--- config.mk ---
export PLATFORM = sky130hd
export DESIGN_NAME = multicycle_ctrl_flat
export DESIGN_NICKNAME = d
export VERILOG_FILES = /design/src/rtl/multicycle_ctrl_if.sv /design/src/rtl/multicycle_ctrl.sv /design/src/flat_wrapper.sv
export SDC_FILE = /design/constraint.sdc
export NUM_CORES = 1
export LEC_CHECK = 0
export ABC_AREA = 1
export BUFFER_PORTS_ARGS = -buffer_cell sky130_fd_sc_hd__buf_2
export CORE_ASPECT_RATIO = 1.2
export CORE_MARGIN = 4
export CORE_UTILIZATION = 45
export CTS_BUF_LIST = sky130_fd_sc_hd__clkbuf_4
export DETAILED_ROUTE_END_ITERATION = 7
export MAX_ROUTING_LAYER = met4
export PLACE_DENSITY_LB_ADDON = 0.25
export SYNTH_ARGS = -nofsm -noshare
export SYNTH_HDL_FRONTEND = slang
export SYNTH_SLANG_ARGS = --single-unit
--- constraint.sdc ---
create_clock -name clk -period 1.52 [get_ports clk]
set_clock_uncertainty 0.2 [all_clocks]
set_input_delay 0 -clock clk [delete_from_list [all_inputs] [get_ports clk]]
set_output_delay 0 -clock clk [all_outputs]
set_load 0.05 [all_outputs]
--- src/rtl/multicycle_ctrl_if.sv ---
// rtl/multicycle_ctrl_if.sv - control/ALU/memory signal bundle between the multicycle controller and its datapath
interface multicycle_ctrl_if;
  logic [6:0] op;
  logic [2:0] funct3;
  logic       funct7b5;
  logic       BrEq;
  logic       BrLT;
  logic       memReady;
  logic       memReq;
  logic       AdrSrc;
  logic       MemWrite;
  logic       IRWrite;
  logic       PCWrite;
  logic       RegWrite;
  logic [1:0] ResultSrc;
  logic [1:0] ALUSrcA;
  logic [1:0] ALUSrcB;
  logic [2:0] ALUControl;
  logic       illegalInstr;

  modport master (
    input  op, funct3, funct7b5, BrEq, BrLT, memReady,
    output memReq, AdrSrc, MemWrite, IRWrite, PCWrite, RegWrite,
           ResultSrc, ALUSrcA, ALUSrcB, ALUControl, illegalInstr
  );

  modport slave (
    output op, funct3, funct7b5, BrEq, BrLT, memReady,
    input  memReq, AdrSrc, MemWrite, IRWrite, PCWrite, RegWrite,
           ResultSrc, ALUSrcA, ALUSrcB, ALUControl, illegalInstr
  );
endinterface

--- src/rtl/multicycle_ctrl.sv ---
// rtl/multicycle_ctrl.sv - multicycle RISC-V control FSM driving ALU selects and a shared memory handshake
module multicycle_ctrl (
  input  logic             clk,
  input  logic             rst_n,
  multicycle_ctrl_if.master bus
);
  localparam logic [6:0] OP_LW  = 7'b0000011;
  localparam logic [6:0] OP_SW  = 7'b0100011;
  localparam logic [6:0] OP_R   = 7'b0110011;
  localparam logic [6:0] OP_I   = 7'b0010011;
  localparam logic [6:0] OP_BR  = 7'b1100011;
  localparam logic [6:0] OP_JAL = 7'b1101111;

  localparam logic [2:0] ALU_ADD = 3'b000;
  localparam logic [2:0] ALU_SUB = 3'b001;
  localparam logic [2:0] ALU_AND = 3'b010;
  localparam logic [2:0] ALU_OR  = 3'b011;
  localparam logic [2:0] ALU_SLT = 3'b100;
  localparam logic [2:0] ALU_SLL = 3'b101;
  localparam logic [2:0] ALU_SRL = 3'b110;
  localparam logic [2:0] ALU_SRA = 3'b111;

  typedef enum logic [3:0] {
    FETCH, DECODE, MEMADR, MEMREAD, MEMWB, MEMWRITE,
    EXECR, EXECI, ALUWB, BRANCH, JAL, TRAP
  } state_t;

  state_t     state;
  logic [2:0] exec_op;
  logic       exec_ok;
  logic       take;
  logic       br_ok;

  // funct7b5 only selects sub on register ops; shifts honour it in both forms
  always_comb begin
    exec_op = ALU_ADD;
    exec_ok = 1'b1;
    case (bus.funct3)
      3'b000:  exec_op = (state == EXECR && bus.funct7b5) ? ALU_SUB : ALU_ADD;
      3'b111:  exec_op = ALU_AND;
      3'b110:  exec_op = ALU_OR;
      3'b010:  exec_op = ALU_SLT;
      3'b001:  exec_op = ALU_SLL;
      3'b101:  exec_op = bus.funct7b5 ? ALU_SRA : ALU_SRL;
      default: exec_ok = 1'b0;
    endcase
  end

  always_comb begin
    take  = 1'b0;
    br_ok = 1'b1;
    case (bus.funct3)
      3'b000:  take = bus.BrEq;
      3'b001:  take = !bus.BrEq;
      3'b100:  take = bus.BrLT;
      3'b101:  take = !bus.BrLT;
      default: br_ok = 1'b0;
    endcase
  end

  always_ff @(posedge clk or negedge rst_n) begin
    if (!rst_n) begin
      state            <= FETCH;
      bus.illegalInstr <= 1'b0;
    end else begin
      case (state)
        FETCH:    if (bus.memReady) state <= DECODE;
        DECODE: begin
          case (bus.op)
            OP_LW, OP_SW: state <= MEMADR;
            OP_R:         state <= EXECR;
            OP_I:         state <= EXECI;
            OP_BR:        state <= BRANCH;
            OP_JAL:       state <= JAL;
            default:      state <= TRAP;
          endcase
        end
        MEMADR:   state <= bus.op[5] ? MEMWRITE : MEMREAD;
        MEMREAD:  if (bus.memReady) state <= MEMWB;
        MEMWB:    state <= FETCH;
        MEMWRITE: if (bus.memReady) state <= FETCH;
        EXECR,
        EXECI:    state <= exec_ok ? ALUWB : TRAP;
        ALUWB:    state <= FETCH;
        BRANCH:   state <= br_ok ? FETCH : TRAP;
        JAL:      state <= ALUWB;
        TRAP: begin
          state            <= TRAP;
          bus.illegalInstr <= 1'b1;
        end
        default:  state <= TRAP;
      endcase
    end
  end

  // Gated by rst_n so the datapath sees no request or strobe while reset is held
  always_comb begin
    bus.memReq     = 1'b0;
    bus.AdrSrc     = 1'b0;
    bus.MemWrite   = 1'b0;
    bus.IRWrite    = 1'b0;
    bus.PCWrite    = 1'b0;
    bus.RegWrite   = 1'b0;
    bus.ResultSrc  = 2'b00;
    bus.ALUSrcA    = 2'b00;
    bus.ALUSrcB    = 2'b00;
    bus.ALUControl = ALU_ADD;
    if (rst_n) begin
      case (state)
        FETCH: begin
          bus.memReq    = 1'b1;
          bus.ALUSrcB   = 2'b10;
          bus.ResultSrc = 2'b10;
          bus.IRWrite   = bus.memReady;
          bus.PCWrite   = bus.memReady;
        end
        DECODE: begin
          bus.ALUSrcA = 2'b01;
          bus.ALUSrcB = 2'b01;
        end
        MEMADR: begin
          bus.ALUSrcA = 2'b10;
          bus.ALUSrcB = 2'b01;
        end
        MEMREAD: begin
          bus.memReq = 1'b1;
          bus.AdrSrc = 1'b1;
        end
        MEMWB: begin
          bus.ResultSrc = 2'b01;
          bus.RegWrite  = 1'b1;
        end
        MEMWRITE: begin
          bus.memReq   = 1'b1;
          bus.AdrSrc   = 1'b1;
          bus.MemWrite = 1'b1;
        end
        EXECR: begin
          bus.ALUSrcA    = 2'b10;
          bus.ALUControl = exec_op;
        end
        EXECI: begin
          bus.ALUSrcA    = 2'b10;
          bus.ALUSrcB    = 2'b01;
          bus.ALUControl = exec_op;
        end
        ALUWB:    bus.RegWrite = 1'b1;
        BRANCH: begin
          bus.ALUSrcA    = 2'b10;
          bus.ALUControl = ALU_SUB;
          bus.PCWrite    = br_ok && take;
        end
        JAL: begin
          bus.ALUSrcA = 2'b01;
          bus.ALUSrcB = 2'b10;
          bus.PCWrite = 1'b1;
        end
        default: ;
      endcase
    end
  end
endmodule
--- src/flat_wrapper.sv ---
// flat-port wrapper written by rule: the top's interface ports become plain ports
module multicycle_ctrl_flat 
  (clk, rst_n, bus_op, bus_funct3, bus_funct7b5, bus_BrEq, bus_BrLT, bus_memReady, bus_memReq, bus_AdrSrc, bus_MemWrite, bus_IRWrite, bus_PCWrite, bus_RegWrite, bus_ResultSrc, bus_ALUSrcA, bus_ALUSrcB, bus_ALUControl, bus_illegalInstr);
  multicycle_ctrl_if bus_i ();
  input  logic clk;
  input  logic rst_n;
  input wire logic [$bits(bus_i.op)-1:0] bus_op;
  input wire logic [$bits(bus_i.funct3)-1:0] bus_funct3;
  input wire logic [$bits(bus_i.funct7b5)-1:0] bus_funct7b5;
  input wire logic [$bits(bus_i.BrEq)-1:0] bus_BrEq;
  input wire logic [$bits(bus_i.BrLT)-1:0] bus_BrLT;
  input wire logic [$bits(bus_i.memReady)-1:0] bus_memReady;
  output wire logic [$bits(bus_i.memReq)-1:0] bus_memReq;
  output wire logic [$bits(bus_i.AdrSrc)-1:0] bus_AdrSrc;
  output wire logic [$bits(bus_i.MemWrite)-1:0] bus_MemWrite;
  output wire logic [$bits(bus_i.IRWrite)-1:0] bus_IRWrite;
  output wire logic [$bits(bus_i.PCWrite)-1:0] bus_PCWrite;
  output wire logic [$bits(bus_i.RegWrite)-1:0] bus_RegWrite;
  output wire logic [$bits(bus_i.ResultSrc)-1:0] bus_ResultSrc;
  output wire logic [$bits(bus_i.ALUSrcA)-1:0] bus_ALUSrcA;
  output wire logic [$bits(bus_i.ALUSrcB)-1:0] bus_ALUSrcB;
  output wire logic [$bits(bus_i.ALUControl)-1:0] bus_ALUControl;
  output wire logic [$bits(bus_i.illegalInstr)-1:0] bus_illegalInstr;
  assign bus_i.op = bus_op;
  assign bus_i.funct3 = bus_funct3;
  assign bus_i.funct7b5 = bus_funct7b5;
  assign bus_i.BrEq = bus_BrEq;
  assign bus_i.BrLT = bus_BrLT;
  assign bus_i.memReady = bus_memReady;
  assign bus_memReq = bus_i.memReq;
  assign bus_AdrSrc = bus_i.AdrSrc;
  assign bus_MemWrite = bus_i.MemWrite;
  assign bus_IRWrite = bus_i.IRWrite;
  assign bus_PCWrite = bus_i.PCWrite;
  assign bus_RegWrite = bus_i.RegWrite;
  assign bus_ResultSrc = bus_i.ResultSrc;
  assign bus_ALUSrcA = bus_i.ALUSrcA;
  assign bus_ALUSrcB = bus_i.ALUSrcB;
  assign bus_ALUControl = bus_i.ALUControl;
  assign bus_illegalInstr = bus_i.illegalInstr;
  multicycle_ctrl u_core (.clk(clk), .rst_n(rst_n), .bus(bus_i));
endmodule
==> results of run 1 <==
[synthesized netlist by cell type]
master	count	share of area, %
sky130_fd_sc_hd__a2111oi_1	1	1.4
sky130_fd_sc_hd__a21oi_1	9	6.4
sky130_fd_sc_hd__clkbuf_1	1	0.54
sky130_fd_sc_hd__dfrtp_1	5	18
sky130_fd_sc_hd__inv_1	17	9.1
sky130_fd_sc_hd__inv_2	6	3.2
sky130_fd_sc_hd__nand2_1	35	19
sky130_fd_sc_hd__nand2_2	7	6.2
sky130_fd_sc_hd__nand3_1	8	5.7
sky130_fd_sc_hd__nand3b_1	1	1.1
sky130_fd_sc_hd__nand4_1	2	1.8
sky130_fd_sc_hd__nor2_1	20	11
sky130_fd_sc_hd__nor2_2	5	4.5
sky130_fd_sc_hd__nor2_4	2	3.2
sky130_fd_sc_hd__nor3_1	1	0.71
sky130_fd_sc_hd__nor3b_1	1	1.1
sky130_fd_sc_hd__nor4_1	1	0.89
sky130_fd_sc_hd__o211ai_1	1	1.1
sky130_fd_sc_hd__o21ai_0	3	2.1
sky130_fd_sc_hd__o21ai_1	2	1.4
sky130_fd_sc_hd__o21bai_1	2	2.1
[cell families after synthesis]
| family | after synthesis | synth area share (%) |
|---|---|---|
| AOI/OAI and AO/OA | 18 | 14.6 |
| buffers and inverters | 24 | 12.9 |
| DFF | 5 | 17.9 |
| and+or+nand+nor | 83 | 54.6 |
[through the flow]
stage	util, %	setup WS (ns)	setup TNS, ns
global placement	75.6	-0.0799	-0.288
detailed placement	75.6	-0.110	-0.479
floorplan	-	-0.117	-0.278
==> reports/summary.log, run 1 <==
qor: yosys.mappedNetlistNets 146
qor: placed_design.buffer_ports.inserted 31
qor: yosys.netlist_instances 130
qor: clock_network.cts_repair_resize_count 68
qor: clock_network.cts_buffer_depth 2
qor: floorplanning.initial_utilization 47.9%
qor: clock_network.tritoncts_num_sinks 5
qor: outcome.run_status stopped before the end
qor: clock_network.post_cts_hold_buffer_count 8
qor: yosys.syn-cell-area 701 µm²
qor: placed_design.place_hpwl 1.88 mm
qor: outcome.haltStage clock tree synthesis (4_1_cts)
qor: floorplanning.io_pins 32
qor: floorplanning.die_width 44.0 µm
qor: placed_design.placed_cells 195
qor: clock_network.cts-root-buf sky130_fd_sc_hd__clkbuf_4
qor: floorplanning.core.rowCount 15
qor: clock_network.postCtsSetupRepairBufs 5
qor: yosys.syn-mean-instance-area 5.39 µm²
qor: clock_network.htreeDepth 1
qor: yosys.synth_warnings 0
qor: yosys.synth_seq_area_share 17.9%
qor: clock_network.tritoncts_buffer_count 3
qor: floorplanning.floorplan.die.height 51.2 µm
qor: yosys.netlist-cell-type-count 21
qor: placed_design.postPlaceCellArea 1110 µm²
qor: outcome.error_line [ERROR DPL-0038] Utilization greater than 100%, impossible to legalize
qor: placed_design.finalWeightedCongestion 0.907
qor: yosys.yosys_register_bits 5
==> run 2: changes to the inputs <==
CORE_AREA = 4 4 65 67   (was unset)
CORE_ASPECT_RATIO = unset   (was 1.2)
CORE_MARGIN = unset   (was 4)
CORE_UTILIZATION = unset   (was 45)
CTS_BUF_LIST = unset   (was sky130_fd_sc_hd__clkbuf_4)
DIE_AREA = 0 0 69 71   (was unset)
MAX_ROUTING_LAYER = unset   (was met4)
PLACE_DENSITY_LB_ADDON = 0.15   (was 0.25)
==> run 2 against run 1 <==
Compared with the run above:
- the flow now finishes, with violations (setup timing)
- synthesized area is the same
- synthesized cell count is the same
==> reports/summary.log, run 2 <==
qor: yosys.yosys_register_bits 5 [unchanged]
qor: worst_setup_path.slowest_stage_delay_cp 0.44 ns
qor: worst_setup_path.path_max_fanout 4
qor: yosys.syn-mean-instance-area 5.39 µm² [unchanged]
qor: yosys.synth-edff-count 0 [unchanged]
qor: clock_network.tritoncts_num_sinks 5 [unchanged]
qor: global_route.grt_pass1_vias 1,081
qor: worst_setup_path.cp_top_family flip-flops
qor: yosys.netlist-cell-type-count 21 [unchanged]
qor: route.route.final.wire_length 2.74 mm
qor: yosys.netlist_instances 130 [unchanged]
qor: final_layout.biggestRegsByFlops u_core.state x4, u_core.bus.illegalInstr x1
qor: global_route.first_pass_grt_wire_length 4.54 mm
qor: timing.final_report_max_slew_violation_count 0
qor: floorplanning.initial_utilization 19.3% [-29 points]
qor: final_layout.layout_common_cells sky130_fd_sc_hd__nand2_1, sky130_fd_sc_hd__buf_6, sky130_fd_sc_hd__buf_4
qor: yosys.mappedNetlistNets 146 [unchanged]
qor: worst_setup_path.worst_r2r_startpoint u_core.state[3]$_DFFE_PN0P_
qor: final_layout.proportion_of_layout_cells_with_a_drive_suffix_above_1 60.7%
qor: worst_setup_path.worst_setup_path_end_kind primary output
qor: timing.relSlewSlack 59.1%
qor: timing.rsz0062_at_grt yes
qor: timing.slew_at_the_pin_with_the_worst_max_slew_slack 0.606 ns
qor: yosys.synth_top_area_share 18.8% [unchanged]
qor: final_layout.final_antenna_diode_count 0
qor: placed_design.place_hpwl 2.06 mm [+9.6%]
qor: floorplanning.floorplan.die.height 71 µm [+39%]
qor: global_route.initial_antenna_violation_count 0
qor: timing.finalSetupViolCount 17
qor: yosys.synth_commonest_cells sky130_fd_sc_hd__nand2_1, sky130_fd_sc_hd__nor2_1, sky130_fd_sc_hd__inv_1
qor: floorplanning.fp.dieArea 4900 µm²
qor: floorplanning.die_width 69 µm [+57%]
qor: worst_setup_path.critPathBufInv 3
qor: yosys.synth_warnings 0 [unchanged]
qor: final_layout.finish.net_count 218
qor: global_route.grt-ovfl-total 0
qor: placed_design.buffer_ports.inserted 31 [unchanged]
qor: yosys.synth_async_sr_flop_share 100% [unchanged]
qor: worst_setup_path.critical_path_arrival 1.46 ns
qor: floorplanning.placeableCoreArea 3630 µm²
qor: clock_network.cts-root-buf sky130_fd_sc_hd__clkbuf_8
qor: final_layout.layout_commonest_cell sky130_fd_sc_hd__nand2_1
qor: power_and_ir_drop.leakagePower 0.794 nW
qor: clock_network.cts.reportedPaths.clkPinSlew 0.04 ns
qor: route.dr.pass1.iters 4
qor: yosys.syn-cell-area 701 µm² [unchanged]
qor: clock_network.tritoncts_buffer_count 3 [unchanged]
qor: power_and_ir_drop.total_power 2.73 mW
qor: power_and_ir_drop.worst_ir_drop_vdd 0.831 mV
qor: worst_setup_path.crit-reg2reg-capture u_core.state[2]$_DFFE_PN0P_
qor: final_layout.largest_register_ffs 4
qor: yosys.synth_area_leader_cell sky130_fd_sc_hd__nand2_1
qor: flow_run.max_cap_violations 0
qor: clock_network.cts_tree yes
qor: yosys.dominantRegCellSynth sky130_fd_sc_hd__dfrtp_1
qor: timing.final-hold-violation-count 0
qor: final_layout.multi_input_comb_area 717 µm²
qor: placed_design.placed_cells 229 [+17%]
qor: timing.timing.final.crit_period 1.66 ns
qor: final_layout.relative_area_change_from_synthesis_to_final_layout 131%
qor: yosys.synth_seq_area_share 17.9% [unchanged]
qor: outcome.violations setup timing
qor: final_layout.final_cell_count_no_fill 249
qor: final_layout.regMostFlops u_core.state
qor: route.ant_nets 0
qor: clock_network.cts_buffer_depth 2 [unchanged]
qor: final_layout.fill_cells 383
qor: floorplanning.io_pins 32 [unchanged]
qor: timing.layout_setup_ws -0.141 ns
qor: floorplanning.core.rowCount 22 [+7]
qor: global_route.grt_start_max_net_pins 12
qor: hold_path.holdCritPathClass input pin to async pin
qor: worst_setup_path.crit_path_top_delay_cell sky130_fd_sc_hd__dfrtp_2
qor: power_and_ir_drop.power_density 1690 nW/µm²
qor: worst_setup_path.reg2reg_slack -0.11 ns
qor: yosys.post_synth_main_area_contributors sky130_fd_sc_hd__nand2_1, sky130_fd_sc_hd__dfrtp_1, sky130_fd_sc_hd__nor2_1, sky130_fd_sc_hd__inv_1, sky130_fd_sc_hd__a21oi_1
qor: placed_design.finalWeightedCongestion 0.848 [-6.5%]
qor: worst_setup_path.crit_path_start_kind flop
qor: worst_setup_path.rr_worst_depth 10
qor: yosys.synth.most_common_cell sky130_fd_sc_hd__nand2_1
qor: final_layout.utilization 44.5%
qor: worst_setup_path.criticalPathCategory flop to primary output
qor: worst_setup_path.crit_chain inv_2, nand2_4, nor2_4, inv_2, a2111oi_4, buf_6
qor: worst_setup_path.worst_ep_required_time 1.32 ns
qor: route.avgViaCountPerCell 4.19
qor: final_layout.seqCellArea 129 µm²
qor: worst_setup_path.worst_path_most_repeated_cell sky130_fd_sc_hd__inv_2
qor: route.route.detailed.wl_per_inst 11.0 µm
qor: clock_network.clock_insertion_delay_worst_skew 0.23 ns
qor: outcome.run_status finished with violations
qor: clock_network.htreeDepth 1 [unchanged]
qor: route.dr_iter_0_viols 31
qor: timing.final_worst_path_cycle_share 109%
qor: global_route.groute.usage.overall 11.1%
qor: route.remaining_drc_errors 0
qor: timing.fmaxAchievable 602 MHz
qor: route.vias 1,043
[run 2: kinds of logic (layout without fill, tap and decap cells)]
family	Yosys count	count (layout)	synth area share, %
AOI/OAI and AO/OA	18	18	14.6
buffers and inverters	24	95	12.9
DFF	5	5	17.9
and+or+nand+nor	83	83	54.6
[run 2: cell type report]
type	count	share of cell area, %
multi-input cells	101	44.3
clock buffers	4	2.79
well taps	48	3.72
repair buffers	68	35.7
flip-flops and latches	5	7.97
inverters	23	5.50
[run 2: tightest hold or removal path, delay by kind of cell]
kind                   cells  cell delay [ns]
buffers and inverters      3             0.90
[run 2: how the worst max path moves through the flow]
| stage | slack, ns | cells past startpoint | end | from |
|---|---|---|---|---|
| finish | -0.14 | 6 | bus_ALUControl[2] | u_core.state[3]$_DFFE_PN0P_ |
| global route | -0.24 | 6 | bus_ALUSrcA[0] | u_core.state[3]$_DFFE_PN0P_ |
| CTS | -0.12 | 8 | bus_ALUControl[0] | u_core.state[3]$_DFFE_PN0P_ |
| detailed placement | -0.12 | 7 | bus_ALUSrcA[1] | u_core.state[1]$_DFFE_PN0P_ |
| global placement | -0.13 | 8 | bus_PCWrite | u_core.state[2]$_DFFE_PN0P_ |
| floorplan | -0.12 | 1 | bus_ResultSrc[0] | u_core.state[0]$_DFFE_PN0P_ |
[run 2: stage by stage]
| stage | instance area, µm² | hold slack [ns] | setup TNS, ns | worst slack (ns) |
|---|---|---|---|---|
| 2_1_floorplan | 798 | -0.496 | -0.278 | -0.117 |
| 5_1_grt | 1620 | 0.139 | -2.86 | -0.239 |
| 6_report | 1620 | 0.106 | -1.61 | -0.141 |
| 4_1_cts | 1580 | 0.0675 | -1.40 | -0.120 |
| 3_5_place_dp | 1170 | -0.256 | -0.599 | -0.124 |
| 3_3_place_gp | 1170 | -0.256 | -0.728 | -0.130 |
[run 2: routing by layer]
metal / vias to the layer above / part of all wire [%] / track usage [%]
met5: - / 0 / 0
met3: 5 / 3.6 / 1.56
li1: 547 / - / -
met2: 23 / 53 / 21.4
met4: 0 / 1.9 / 3.90
met1: 468 / 42 / 12.2
[run 2: power by group]
| group | switching, mW | internal [mW] |
|---|---|---|
| Combinational | 1.26 | 0.932 |
| Clock | 0.0763 | 0.181 |
| Sequential | 0.0811 | 0.199 |
[run 2: repair_timing]
action                                  4_1_cts  5_1_grt
setup buffers                                 7        2
pin swaps                                    13        4
hold endpoints to repair                      9        0
resized for setup                            70       10
hold buffers                                  8        0
cloned                                        0        0
endpoints found under the setup margin       17       19
(Power assumes the default switching activity.)
